$ cat src/rtl/mem_arbiter.sv
// -----------------------------------------------------------------------------
// mem_arbiter
//
// Shares one line-wide memory port between an instruction-cache fill port, a
// data-cache fill port and a data-cache write-back (eviction) port. Only one
// memory transaction is ever outstanding. Write-backs always win so that an
// eviction reaches memory before the fill of the same line.
//
// Optional feature macro: ARB_ROUND_ROBIN_EN
//   undefined : data-cache fills have fixed priority over instruction fills
//   defined   : contending fills alternate via a 1-bit last-granted pointer,
//               which favours the data cache after reset
//
// Ports
//   clk, rst          : single clock, synchronous active-high reset
//   iReadAddr/Req     : instruction fill request (level), address
//   iReadLine/Valid   : instruction fill data, one-cycle valid pulse
//   dReadAddr/Req     : data fill request (level), address
//   dReadLine/Valid   : data fill data, one-cycle valid pulse
//   dWriteAddr/Line/Req : data write-back request (level), address, data
//   dWriteAck         : one-cycle write-back completion pulse
//   memAddr/WData/WE  : memory command, driven from registers latched at grant
//   memReq            : memory request, held until memAck
//   memRData/memAck   : memory read data, one-cycle completion pulse
//
// Latency with a zero-wait memory: grant cycle, request cycle, response cycle.
// -----------------------------------------------------------------------------
module mem_arbiter #(
    parameter int ARCH_BITS        = 32,
    parameter int MEMORY_LINE_BITS = 128
) (
    input  logic                        clk,
    input  logic                        rst,
    input  logic [ARCH_BITS-1:0]        iReadAddr,
    input  logic                        iReadReq,
    output logic [MEMORY_LINE_BITS-1:0] iReadLine,
    output logic                        iReadLineValid,
    input  logic [ARCH_BITS-1:0]        dReadAddr,
    input  logic                        dReadReq,
    output logic [MEMORY_LINE_BITS-1:0] dReadLine,
    output logic                        dReadLineValid,
    input  logic [ARCH_BITS-1:0]        dWriteAddr,
    input  logic [MEMORY_LINE_BITS-1:0] dWriteLine,
    input  logic                        dWriteReq,
    output logic                        dWriteAck,
    output logic [ARCH_BITS-1:0]        memAddr,
    output logic [MEMORY_LINE_BITS-1:0] memWData,
    output logic                        memReq,
    output logic                        memWE,
    input  logic [MEMORY_LINE_BITS-1:0] memRData,
    input  logic                        memAck
);

    typedef enum logic [1:0] {
        IDLE  = 2'd0,
        WRITE = 2'd1,
        READ  = 2'd2,
        RESP  = 2'd3
    } state_t;

    // Requester that owns the transaction in flight.
    localparam logic [1:0] ID_DWRITE = 2'd0;
    localparam logic [1:0] ID_DREAD  = 2'd1;
    localparam logic [1:0] ID_IREAD  = 2'd2;

    state_t     state_r;
    state_t     nextState_s;
    logic [1:0] grantId_r;
    logic       grantDRead_s;
    logic       grantIRead_s;

`ifdef ARB_ROUND_ROBIN_EN
    // 1 = instruction cache was granted last, so the data cache is favoured.
    logic       lastGrantI_r;

    // Read-grant selection: alternate only when both fills contend.
    always_comb begin
        grantDRead_s = 1'b0;
        grantIRead_s = 1'b0;
        if (dReadReq && iReadReq) begin
            grantDRead_s = lastGrantI_r;
            grantIRead_s = ~lastGrantI_r;
        end else begin
            grantDRead_s = dReadReq;
            grantIRead_s = iReadReq;
        end
    end

    // Last-granted pointer; moves only when a read is actually granted.
    always_ff @(posedge clk) begin
        if (rst) begin
            lastGrantI_r <= 1'b1;
        end else if ((state_r == IDLE) && !dWriteReq && (grantDRead_s || grantIRead_s)) begin
            lastGrantI_r <= grantIRead_s;
        end else begin
            lastGrantI_r <= lastGrantI_r;
        end
    end
`else
    // Read-grant selection: data cache has fixed priority.
    always_comb begin
        grantDRead_s = 1'b0;
        grantIRead_s = 1'b0;
        if (dReadReq) begin
            grantDRead_s = 1'b1;
        end else begin
            grantIRead_s = iReadReq;
        end
    end
`endif

    // FSM state register.
    always_ff @(posedge clk) begin
        if (rst) begin
            state_r <= IDLE;
        end else begin
            state_r <= nextState_s;
        end
    end

    // FSM next-state logic; memAck is only meaningful in WRITE and READ.
    always_comb begin
        nextState_s = state_r;
        case (state_r)
            IDLE: begin
                if (dWriteReq) begin
                    nextState_s = WRITE;
                end else if (grantDRead_s || grantIRead_s) begin
                    nextState_s = READ;
                end else begin
                    nextState_s = IDLE;
                end
            end
            WRITE, READ: begin
                if (memAck) begin
                    nextState_s = RESP;
                end else begin
                    nextState_s = state_r;
                end
            end
            RESP:    nextState_s = IDLE;
            default: nextState_s = IDLE;
        endcase
    end

    // Registered memory command, grant bookkeeping, fill data and pulses.
    always_ff @(posedge clk) begin
        if (rst) begin
            memAddr        <= {ARCH_BITS{1'b0}};
            memWData       <= {MEMORY_LINE_BITS{1'b0}};
            memWE          <= 1'b0;
            memReq         <= 1'b0;
            grantId_r      <= ID_DWRITE;
            iReadLine      <= {MEMORY_LINE_BITS{1'b0}};
            dReadLine      <= {MEMORY_LINE_BITS{1'b0}};
            iReadLineValid <= 1'b0;
            dReadLineValid <= 1'b0;
            dWriteAck      <= 1'b0;
        end else begin
            iReadLineValid <= 1'b0;
            dReadLineValid <= 1'b0;
            dWriteAck      <= 1'b0;
            case (state_r)
                IDLE: begin
                    if (dWriteReq) begin
                        memAddr   <= dWriteAddr;
                        memWData  <= dWriteLine;
                        memWE     <= 1'b1;
                        memReq    <= 1'b1;
                        grantId_r <= ID_DWRITE;
                    end else if (grantDRead_s) begin
                        memAddr   <= dReadAddr;
                        memWData  <= {MEMORY_LINE_BITS{1'b0}};
                        memWE     <= 1'b0;
                        memReq    <= 1'b1;
                        grantId_r <= ID_DREAD;
                    end else if (grantIRead_s) begin
                        memAddr   <= iReadAddr;
                        memWData  <= {MEMORY_LINE_BITS{1'b0}};
                        memWE     <= 1'b0;
                        memReq    <= 1'b1;
                        grantId_r <= ID_IREAD;
                    end else begin
                        memReq    <= 1'b0;
                    end
                end
                WRITE, READ: begin
                    if (memAck) begin
                        // The pulse set here is visible during RESP.
                        memReq <= 1'b0;
                        case (grantId_r)
                            ID_DWRITE: dWriteAck <= 1'b1;
                            ID_DREAD: begin
                                dReadLine      <= memRData;
                                dReadLineValid <= 1'b1;
                            end
                            ID_IREAD: begin
                                iReadLine      <= memRData;
                                iReadLineValid <= 1'b1;
                            end
                            default: memReq <= 1'b0;
                        endcase
                    end else begin
                        memReq <= 1'b1;
                    end
                end
                RESP:    memReq <= 1'b0;
                default: memReq <= 1'b0;
            endcase
        end
    end

endmodule

$ cat config.mk
export PLATFORM = sky130hd
export DESIGN_NAME = mem_arbiter
export DESIGN_NICKNAME = d
export VERILOG_FILES = /design/src/rtl/mem_arbiter.sv
export SDC_FILE = /design/constraint.sdc
export NUM_CORES = 1
export LEC_CHECK = 0
export CORE_AREA = 2 2 303 305
export CTS_CLUSTER_SIZE = 16
export DETAILED_ROUTE_END_ITERATION = 12
export DIE_AREA = 0 0 305 307
export PLACE_DENSITY = 0.52
export SYNTH_ARGS = -nofsm -noshare
export SYNTH_HDL_FRONTEND = slang
export SYNTH_SLANG_ARGS = --single-unit
export TNS_END_PERCENT = 10
$ cat constraint.sdc
create_clock -name clk -period 1.8 [get_ports clk]
set_clock_uncertainty 0.2 [all_clocks]
set_input_delay 0.18 -clock clk [delete_from_list [all_inputs] [get_ports clk]]
set_output_delay 0.18 -clock clk [all_outputs]
set_load 0.02 [all_outputs]
Word-level counts from Yosys, hierarchy flattened
Index checks and enable logic that the tools add are counted.
Storage, ports and cells
  flip-flop bits (word level): 425
  input bits: 358
  output and inout bits: 421
  logic and storage cells: 54
Cells by class
  equal/unequal tests: 6
  mux-type cells: 26
  bitwise logic cells: 2
  reductions and logical operators: 9
Operator list (number)
  two-way mux 128 bit: 3
  two-way mux 32 bit: 3
  two-way mux 1 bit: 12
  two-way mux 2 bit: 6
  equality test 2 bit, second input constant: 3
  case mux 2 bit (3 select lines): 1
  AND reduction 3 bit: 2
  equality test 2 x 1 -> 1 bit, second input constant: 2
  logical NOT 2 bit: 2
  case mux 1 bit (3 select lines): 1
  nonzero test 3 bit: 1
  OR reduction 3 bit: 1
  != test 2 bit, second input constant: 1
  NOT 1 bit: 2
  AND reduction 2 bit: 1
  OR reduction 2 bit: 1
  logical OR 1 bit: 1

Longest topological paths before layout
  depth in word-level cells: 5
  depth in mapped cells: 7
  mapped depth without buffers: 5

Worst setup path before layout
OpenSTA, ideal clock, no wires.
  path type: register to register
  start: reg state_r[0]
  end: reg dReadLine[117]
  library setup time: 0.070 ns
  data arrival time: 1.662 ns
  required time: 1.530 ns
  path slack: -0.133 ns
  cell stages (with the launch flop): 8
  buffers on the path: 2
  period minus slack after synthesis: 1.933 ns
  cells stage by stage: dfxtp_1 > inv_1 > ha_1 > and4b_1 > clkbuf_1 > buf_1 > nand2_1 > a21oi_1
Between the ends
  cells in the longest elaborated chain, start to end: 3
  elaborated cells between the ends (all ways): 4
  those cells by class: eq/ne: 2; reduce/logical: 2
RTL lines
  from (decl): RTL line 66  | state_t state_r;
  from (signal assigned): RTL line 117  | state_r <= nextState_s;
  equality test 2 x 1 -> 1 bit or equality test 2 bit (tied branches): RTL line 163  | case (state_r)
  OR reduction 2 bit *: RTL line 163
  AND reduction 3 bit (no line) *
  to (signal assigned): RTL line 155  | dReadLine <= {MEMORY_LINE_BITS{1'b0}};
  to (signal assigned): RTL line 194  | dReadLine <= memRData;
  to (decl): RTL line 40  | output logic [MEMORY_LINE_BITS-1:0] dReadLine,
Every way passes the cells marked *; elsewhere a longest branch is shown, timed or not.
A chain may end at the register's enable or synchronous reset.

Worst setup path after layout
  start: reg state_r[0]
  end: reg dReadLine[45]
The elaborated chain is that of the path after synthesis.

==> impl_metrics.json <==
{
  "muxShareOfSynthArea": 0.0219,
  "cap_violations": 0,
  "die-area_um2": 93600,
  "fin_area_um2": 28700,
  "fin_cells": 3905,
  "rsz0062_at_grt": "yes",
  "nNetsFinal": 3034,
  "synth-seq-cells": 425,
  "clk_pin_slew_ns": 0.06,
  "rows": 111,
  "setup_tns_ns": -0.0302,
  "cp.required_ns": 2.13,
  "cts_buffer_depth": 3,
  "fp.dieH_um": 307,
  "p_per_area_nw_per_um2": 1050,
  "initial_core_util": 0.161,
  "syn-cell-area_um2": 14600,
  "clk-insertion-delay-late_ns": 0.61,
  "p_leak_nw": 12.1,
  "critPathArrivalTime_ns": 2.14,
  "drtIter0Drc": 794,
  "gp_congestion": 0.816,
  "io-pin-count": 779,
  "drc": 0,
  "timing.final.ws_setup_ns": -0.0145,
  "post-route-period-util": 1.01,
  "dpl_cell_area_um2": 24600,
  "worst-path-max-fanout": 18,
  "reg2reg_depth": 7,
  "grt_use_total": 0.144,
  "worstSetupPathType": "flip-flop to flip-flop",
  "ys_seq_area_frac": 0.583,
  "slew-limit-headroom": 0.657,
  "root_buffer": "clkbuf_16",
  "hold_slack_ns": 0.0412,
  "synth_xor_xnor_area_share": 0,
  "synthAdderAreaFrac": 0.00171,
  "endpoint": "dReadLine[45]",
  "synth-warning-count": 0,
  "overflow": 0,
  "hold_viol": 0,
  "hp-class": "input port to flip-flop",
  "first_global_vias": 15500,
  "worstReg2RegEnd": "dReadLine[45]",
  "synth_top_family_by_area": "compound AO/OA/AOI/OAI gates",
  "tightest_slew_ns": 0.514,
  "final_antenna_net_count": 0,
  "drive_gt1_frac": 0.117,
  "yosys.area_share.simple": 0.164,
  "vias": 15400,
  "startpoint_type": "flip-flop",
  "cts_tree": "built",
  "post-dp-hpwl_um": 53200,
  "fmax_mhz": 551,
  "status": "complete, but fails checks",
  "wl_um": 70900,
  "core_um2": 90700,
  "place_inst": 3559,
  "ir_drop_uv": 606,
  "reg2reg_from": "state_r[0]",
  "r2r_setup_slack_ns": -0.01,
  "drt_pre_antenna_iters": 5,
  "failed_checks": "negative setup slack",
  "crit_path_end_kind": "flip-flop",
  "antenna_found_initial": 5,
  "grt_first_pass_wirelength_um": 102000,
  "clock_sinks": 425,
  "wl_per_cell_um": 18.2,
  "period_needed_ns": 1.81,
  "die_w_um": 305,
  "area_delta_synth_final_pct": 96.8,
  "syn_inst": 1619,
  "numPortBuffers": 778,
  "htreeDepth": 2,
  "synth_cell_types": 31,
  "crit_start": "state_r[0]",
  "synth-compound-area-share": 0.191,
  "grt_max_degree": 90,
  "drv_slew": 0,
  "numCtsBuffers": 51,
  "p_total_mw": 30.1,
  "syn_avg_cell_area_um2": 9.02,
  "syn-num-nets": 1979,
  "final-setup-viol-count": 6,
  "avgViaCountPerCell": 3.95
}
power by group:
part,internal [mW],switching [mW],total (mW)
sequential,10.5,0.594,11.1
combinational,3.72,4.32,8.04
clock,6.49,4.43,10.9
synthesized netlist by cell type, drive strengths merged:
| library cell | number | area [um2] |
|---|---|---|
| nand2 | 545 | 2050 |
| dfxtp | 425 | 8510 |
| a21oi | 259 | 1300 |
| a22o | 128 | 1120 |
| clkbuf | 94 | 353 |
| buf | 37 | 208 |
| nand2b | 34 | 213 |
| a32o | 32 | 320 |
| mux2i | 32 | 320 |
| nor2 | 6 | 22.5 |
| nor3 | 3 | 15.0 |
| and4b | 2 | 20.0 |
| ha | 2 | 25.0 |
| inv | 2 | 7.51 |
| nand4b | 2 | 17.5 |
| nor2b | 2 | 12.5 |
| nor3b | 2 | 15.0 |
| nor4 | 2 | 12.5 |
| a211oi | 1 | 7.51 |
| a21boi | 1 | 7.51 |
| a21o | 1 | 7.51 |
| a31oi | 1 | 6.26 |
| and2 | 1 | 6.26 |
| clkinv | 1 | 3.75 |
| o21a | 1 | 7.51 |
| o21ai | 1 | 5.00 |
| or2 | 1 | 6.26 |
| or3 | 1 | 6.26 |
stage by stage:
stage                      util  setup slack, ns
after global placement    0.271           -0.191
after detailed placement  0.271           -0.228
after floorplan               -          -0.0441
final                     0.317          -0.0145
after global routing      0.317          -0.0961
after CTS                 0.313          -0.0402
layout make-up:
class                      instances  area (um2)
antenna                            3        7.51
clock buffer                      71        1480
clock inverter                    24         288
fill                            9541       62000
inverter                           3        11.3
multi-input combinational       1060        5810
sequential                       425        8510
tap                             1186        1480
timing repair buffer            1133       11100
cells in the final DEF, fill, tap and decap left out, types with 29 or more instances in the layout:
master             n
a32o_1            32
a22o_1           128
dlygate4sd3_1    242
mux2i_1           32
buf_4             62
clkdlybuf4s50_1  354
buf_12            36
a21oi_2           57
clkbuf_16         51
nand2_1          539
dlygate4sd2_1    361
a21oi_1          201
clkdlybuf4s15_2   29
dfxtp_1          421
nand2b_1          34
layer usage:
metal  vias to the layer above  global-route usage  wire length (um)
met5                         -                   0                22
met4                         4              0.0558              2600
met3                       111              0.0436              5160
met2                       562               0.257             35700
met1                      7135               0.159             27400
li1                       7606                   -                 -
critical path, stage by stage, from the launching register on:
cell and delay (ns):
dfxtp_2 0.33, inv_2 0.05, ha_4 0.29, and4b_4 0.28, buf_12 0.19, buf_12 0.18, nand2_1 0.08, a21oi_2 0.11
worst min-delay path by stage:
stage,from,end,slack (ns),depth (start not counted)
final,memRData[84],dReadLine[84],0.04,3
after detailed placement,dReadLine[124],dReadLine[124],0.25,2
after global routing,memRData[84],dReadLine[84],0.009,3
after CTS,memRData[80],dReadLine[80],-0.08,3
after floorplan,dWriteLine[100],memWData[100],0.11,1
after global placement,iReadLine[12],iReadLine[12],0.24,2
flip-flops by register name, indices dropped and copies added (netlist names):
register / flops
dReadLine: 128
dReadLineValid: 1
dWriteAck: 1
grantId_r: 2
iReadLine: 128
iReadLineValid: 1
memAddr: 32
memReq: 1
memWData: 128
memWE: 1
state_r: 2
cell families after synthesis:
family                     count (synthesis)
muxes                                     32
AOI/OAI and AO/OA                        425
adders and majority gates                  2
and+or+nand+nor                          601
buffers and inverters                    134
DFF                                      425
timing repair:
item	CTS	global route
setup buffers	2	3
gates resized for setup	523	93
gates cloned	1	0
hold endpoints to repair	367	2
setup endpoints to repair	788	227
pin swaps	1	7
hold buffers	241	1
Note: power is estimated with default switching activity, not from simulation.
==> RTL change 1: new RTL, config.mk and constraints unchanged <==
The option `ARB_ROUND_ROBIN_EN` is turned on by a define.
--- a/src/rtl/mem_arbiter.sv
+++ b/src/rtl/mem_arbiter.sv
@@ -25,6 +25,8 @@
 //
 // Latency with a zero-wait memory: grant cycle, request cycle, response cycle.
 // -----------------------------------------------------------------------------
+`define ARB_ROUND_ROBIN_EN
+
 module mem_arbiter #(
     parameter int ARCH_BITS        = 32,
     parameter int MEMORY_LINE_BITS = 128
Check against the original RTL: not settled (the Yosys comparison gave no result); the edit may change what the design does.
==> RTL change 1 against the unedited design <==
The run still ends with negative setup slack left. Sequential cell count increased by 1. Synthesized area grew 4.1%. Setup slack got worse by 0.050 ns. Power rose by 5.2%. Design area up 3.3%. Via count grew 12%. Routed wire length rose by 6.8%. Critical path depth unchanged.
==> RTL change 1: results (changes against the unedited design) <==
- Status: finished with violations
- Setup violators final: 151 (+145)
- Violated checks: negative setup slack
- Placed cell area: 0.0251 sq mm (+2.3%)
- Met2 usage: 0.249 (-0.00752)
- WP data arrival: 2.19 ns (+0.05 ns)
- Synth Instances: 1856 (+15%)
- GR Util met1: 0.179 (+0.0200)
- Max transition margin: 0.656 (-0.00172)
- Slack of the critical path: -0.0650 ns (-0.0505 ns)
- Top Metal Used: met4
- Placer Congestion: 0.830 (+1.7%)
- Metal1 wirelength: 32000 microns (+17%)
- Post-Place Worst Slack: -0.295 ns (-0.0676 ns)
- Layout cell share with drive strength beyond 1: 0.115 (-0.00243)
- Synth warn: 0 (unchanged)
- Vias: 17300 (+12%)
- Later-pin clock latency in the skew report: 0.59 ns (-0.02 ns)
- DR WL met3: 5020 microns (-2.7%)
- TNS Setup: -2.63 ns (-2.60 ns)
- Post-DP HPWL: 54100 microns (+1.6%)
- Cts hold-fix bufs: 251 (+4.1%)
- Mux cell area share after synthesis: 0 (-0.0219)
- Crit-path max FO: 17 (-1)
- HP Start: memRData[3]
- Peak supply drop: 0.665 mV (+9.7%)
- Met3 Use GR: 0.0416 (-0.00207)
- WHS Endpoint: dReadLine[3]
- Resized Gates After CTS: 451 (-14%)
- Synth top area cells: dfxtp_1 (56%), nand2_1 (16%), a21oi_1 (13%)
- Initial antenna violation count: 4 (-1)
- Final nets: 3274 (+7.9%)
- Reg-to-Reg End: iReadLine[26]
- Worst setup startpoint: state_r[0]
- GRT Overall Usage: 0.149 (+0.00521)
- Port Buf Inserts: 778 (unchanged)
- Met2 wire length: 35600 microns (-0.26%)
- Wire per inst: 18.3 microns (+0.61%)
- Synth unique cells: 37 (+19%)
- Main flop type after synthesis: dfxtp_1
- Worst Hold Slack: 0.0367 ns (-0.00453 ns)
- Iter 0 DRT Violations: 1085 (+37%)
- Adder-Cell Fraction of Synth Area: 0.00165 (-0.0000672)
- First-pass GRT wire length: 108000 microns (+6.3%)
- Setup bufs post-CTS: 0 (-2)
- Pleak: 12.3 nW (+1.8%)
- Register area share after synthesis: 0.561 (-0.0215)
- Top cells by count, synth: nand2_1 (643), dfxtp_1 (426), a21oi_1 (384)
- Cells after DPL: 3781 (+6.2%)
- Post-synthesis compound-gate area fraction: 0.174 (-0.0161)
- Non-filler instance count after layout: 4147 (+6.2%)
- Mapped Nets: 2216 (+12%)
==> RTL change 1: cell count changes after synthesis, moves of 3 or more <==
cell / unedited run / this run
nand3_1: 0 / 131
a22o_1: 128 / 0
a21oi_1: 258 / 384
nand2_1: 545 / 643
buf_2: 25 / 64
mux2i_1: 32 / 0
nand2b_1: 34 / 2
a221o_1: 0 / 31
clkbuf_1: 94 / 77
buf_1: 2 / 8
inv_1: 2 / 7
nand4_1: 0 / 3
nor2_1: 6 / 9
==> RTL change 1: where the power goes <==
part           switching (mW)  internal, mW  total [mW]  leakage (nW)
sequential              0.540          10.4        10.9          3.46
combinational            5.29          4.16        9.45          7.95
clock                    4.38          6.82        11.2         0.902
==> RTL change 1: final cells by class <==
cell class	instances	area [sq um]
clock inverters	20	264
diodes	5	12.5
clock buffers	76	1550
multi-input cells	1262	6280
flip-flops and latches	426	8530
repair buffers	1165	11500
well taps	1186	1480
fillers	9563	61000
inverters	7	26.3
==> RTL change 2: new RTL, same settings <==
Made on the original files. Change the parameter `ARCH_BITS` from 32 to 64.
--- a/src/rtl/mem_arbiter.sv
+++ b/src/rtl/mem_arbiter.sv
@@ -26,7 +26,7 @@
 // Latency with a zero-wait memory: grant cycle, request cycle, response cycle.
 // -----------------------------------------------------------------------------
 module mem_arbiter #(
-    parameter int ARCH_BITS        = 32,
+    parameter int ARCH_BITS        = 64,
     parameter int MEMORY_LINE_BITS = 128
 ) (
     input  logic                        clk,
Interface: changed (resized dReadAddr, dWriteAddr, iReadAddr and memAddr); port bits go from 779 to 907. No check against the original RTL was run, so the function may have changed too.
==> RTL change 2 against the unedited design <==
The run still ends with negative setup slack left. Setup slack lost 0.0090 ns. Clock power is essentially flat. Synthesized area grew 11%. Die area is the same. Sequential cell count grew 32. Design area grew 9.9%. Final cell count grew 7.3%. Routed wire length grew 21%. Power grew 10%. Highest routed layer unchanged.
==> RTL change 2: results (changes against the unedited design) <==
- WL final: 86000 microns (+21%)
- Placed cell area: 0.0276 sq mm (+12%)
- Synth unique cells: 32 (+3.2%)
- Cts hold-fix bufs: 233 (-3.3%)
- Register area share after synthesis: 0.562 (-0.0207)
- Slew @ Worst Pin: 0.733 ns (+0.219 ns)
- Adder-Cell Fraction of Synth Area: 0.00154 (-0.000177)
- Slack of the critical path: -0.0235 ns (-0.00903 ns)
- Post-synthesis compound-gate area fraction: 0.191 (about the same)
- Top cells by count, synth: nand2_1 (577), dfxtp_1 (457), a21oi_1 (258)
- WHS Endpoint: dReadLine[123]
- TNS Setup: -0.205 ns (-0.175 ns)
- Peak supply drop: 0.643 mV (+6.0%)
- Pwr Total: 33.1 mW (+10%)
- Pin count of the biggest net entering global routing: 95 (+5.6%)
- Resized Gates After CTS: 584 (+12%)
- Reg-to-Reg End: dReadLine[23]
- Status: finished with violations
- Initial antenna violation count: 9 (+4)
- Pleak: 13.3 nW (+9.9%)
- Synth top area cells: dfxtp_1 (56%), nand2_1 (13%), a21oi_1 (7.9%)
- Worst Hold Slack: 0.0356 ns (-0.00567 ns)
- Mux cell area share after synthesis: 0.0394 (+0.0174)
- Violated checks: negative setup slack
- RR Startpoint: state_r[1]
- Post-DP HPWL: 66500 microns (+25%)
- Crit-path max FO: 14 (-4)
- Setup violators final: 35 (+29)
==> RTL change 2: changes by cell type in the layout (fill, tap and decap cells not counted), sizes merged, moves of 22 or more <==
cell,delta
a32o,+32
buf,+22
clkdlybuf4s50,+96
dfxtp,+32
mux2i,+32
nand2,+32
nand2b,+32
==> RTL change 2: worst max-delay path: stages (launching register included) <==
cell     delay [ns]
dfxtp_2        0.33
inv_2          0.05
ha_4           0.30
and4b_4        0.30
buf_12         0.19
buf_12         0.17
nand2_1        0.08
a21oi_1        0.12
==> RTL change 2: routing by layer <==
metal | vias to the layer above | GRT usage
met3 | 135 | 0.0504
met1 | 8155 | 0.197
met4 | 10 | 0.0708
met5 | - | 0
li1 | 8499 | -
met2 | 626 | 0.305
==> RTL change 2: layout make-up <==
cell class	count	area, sq um
diodes	3	7.51
well taps	1186	1480
flip-flops and latches	457	9160
fillers	9472	59100
multi-input cells	1188	6650
clock buffers	74	1490
inverters	3	11.3
repair buffers	1263	12500
clock inverters	17	246
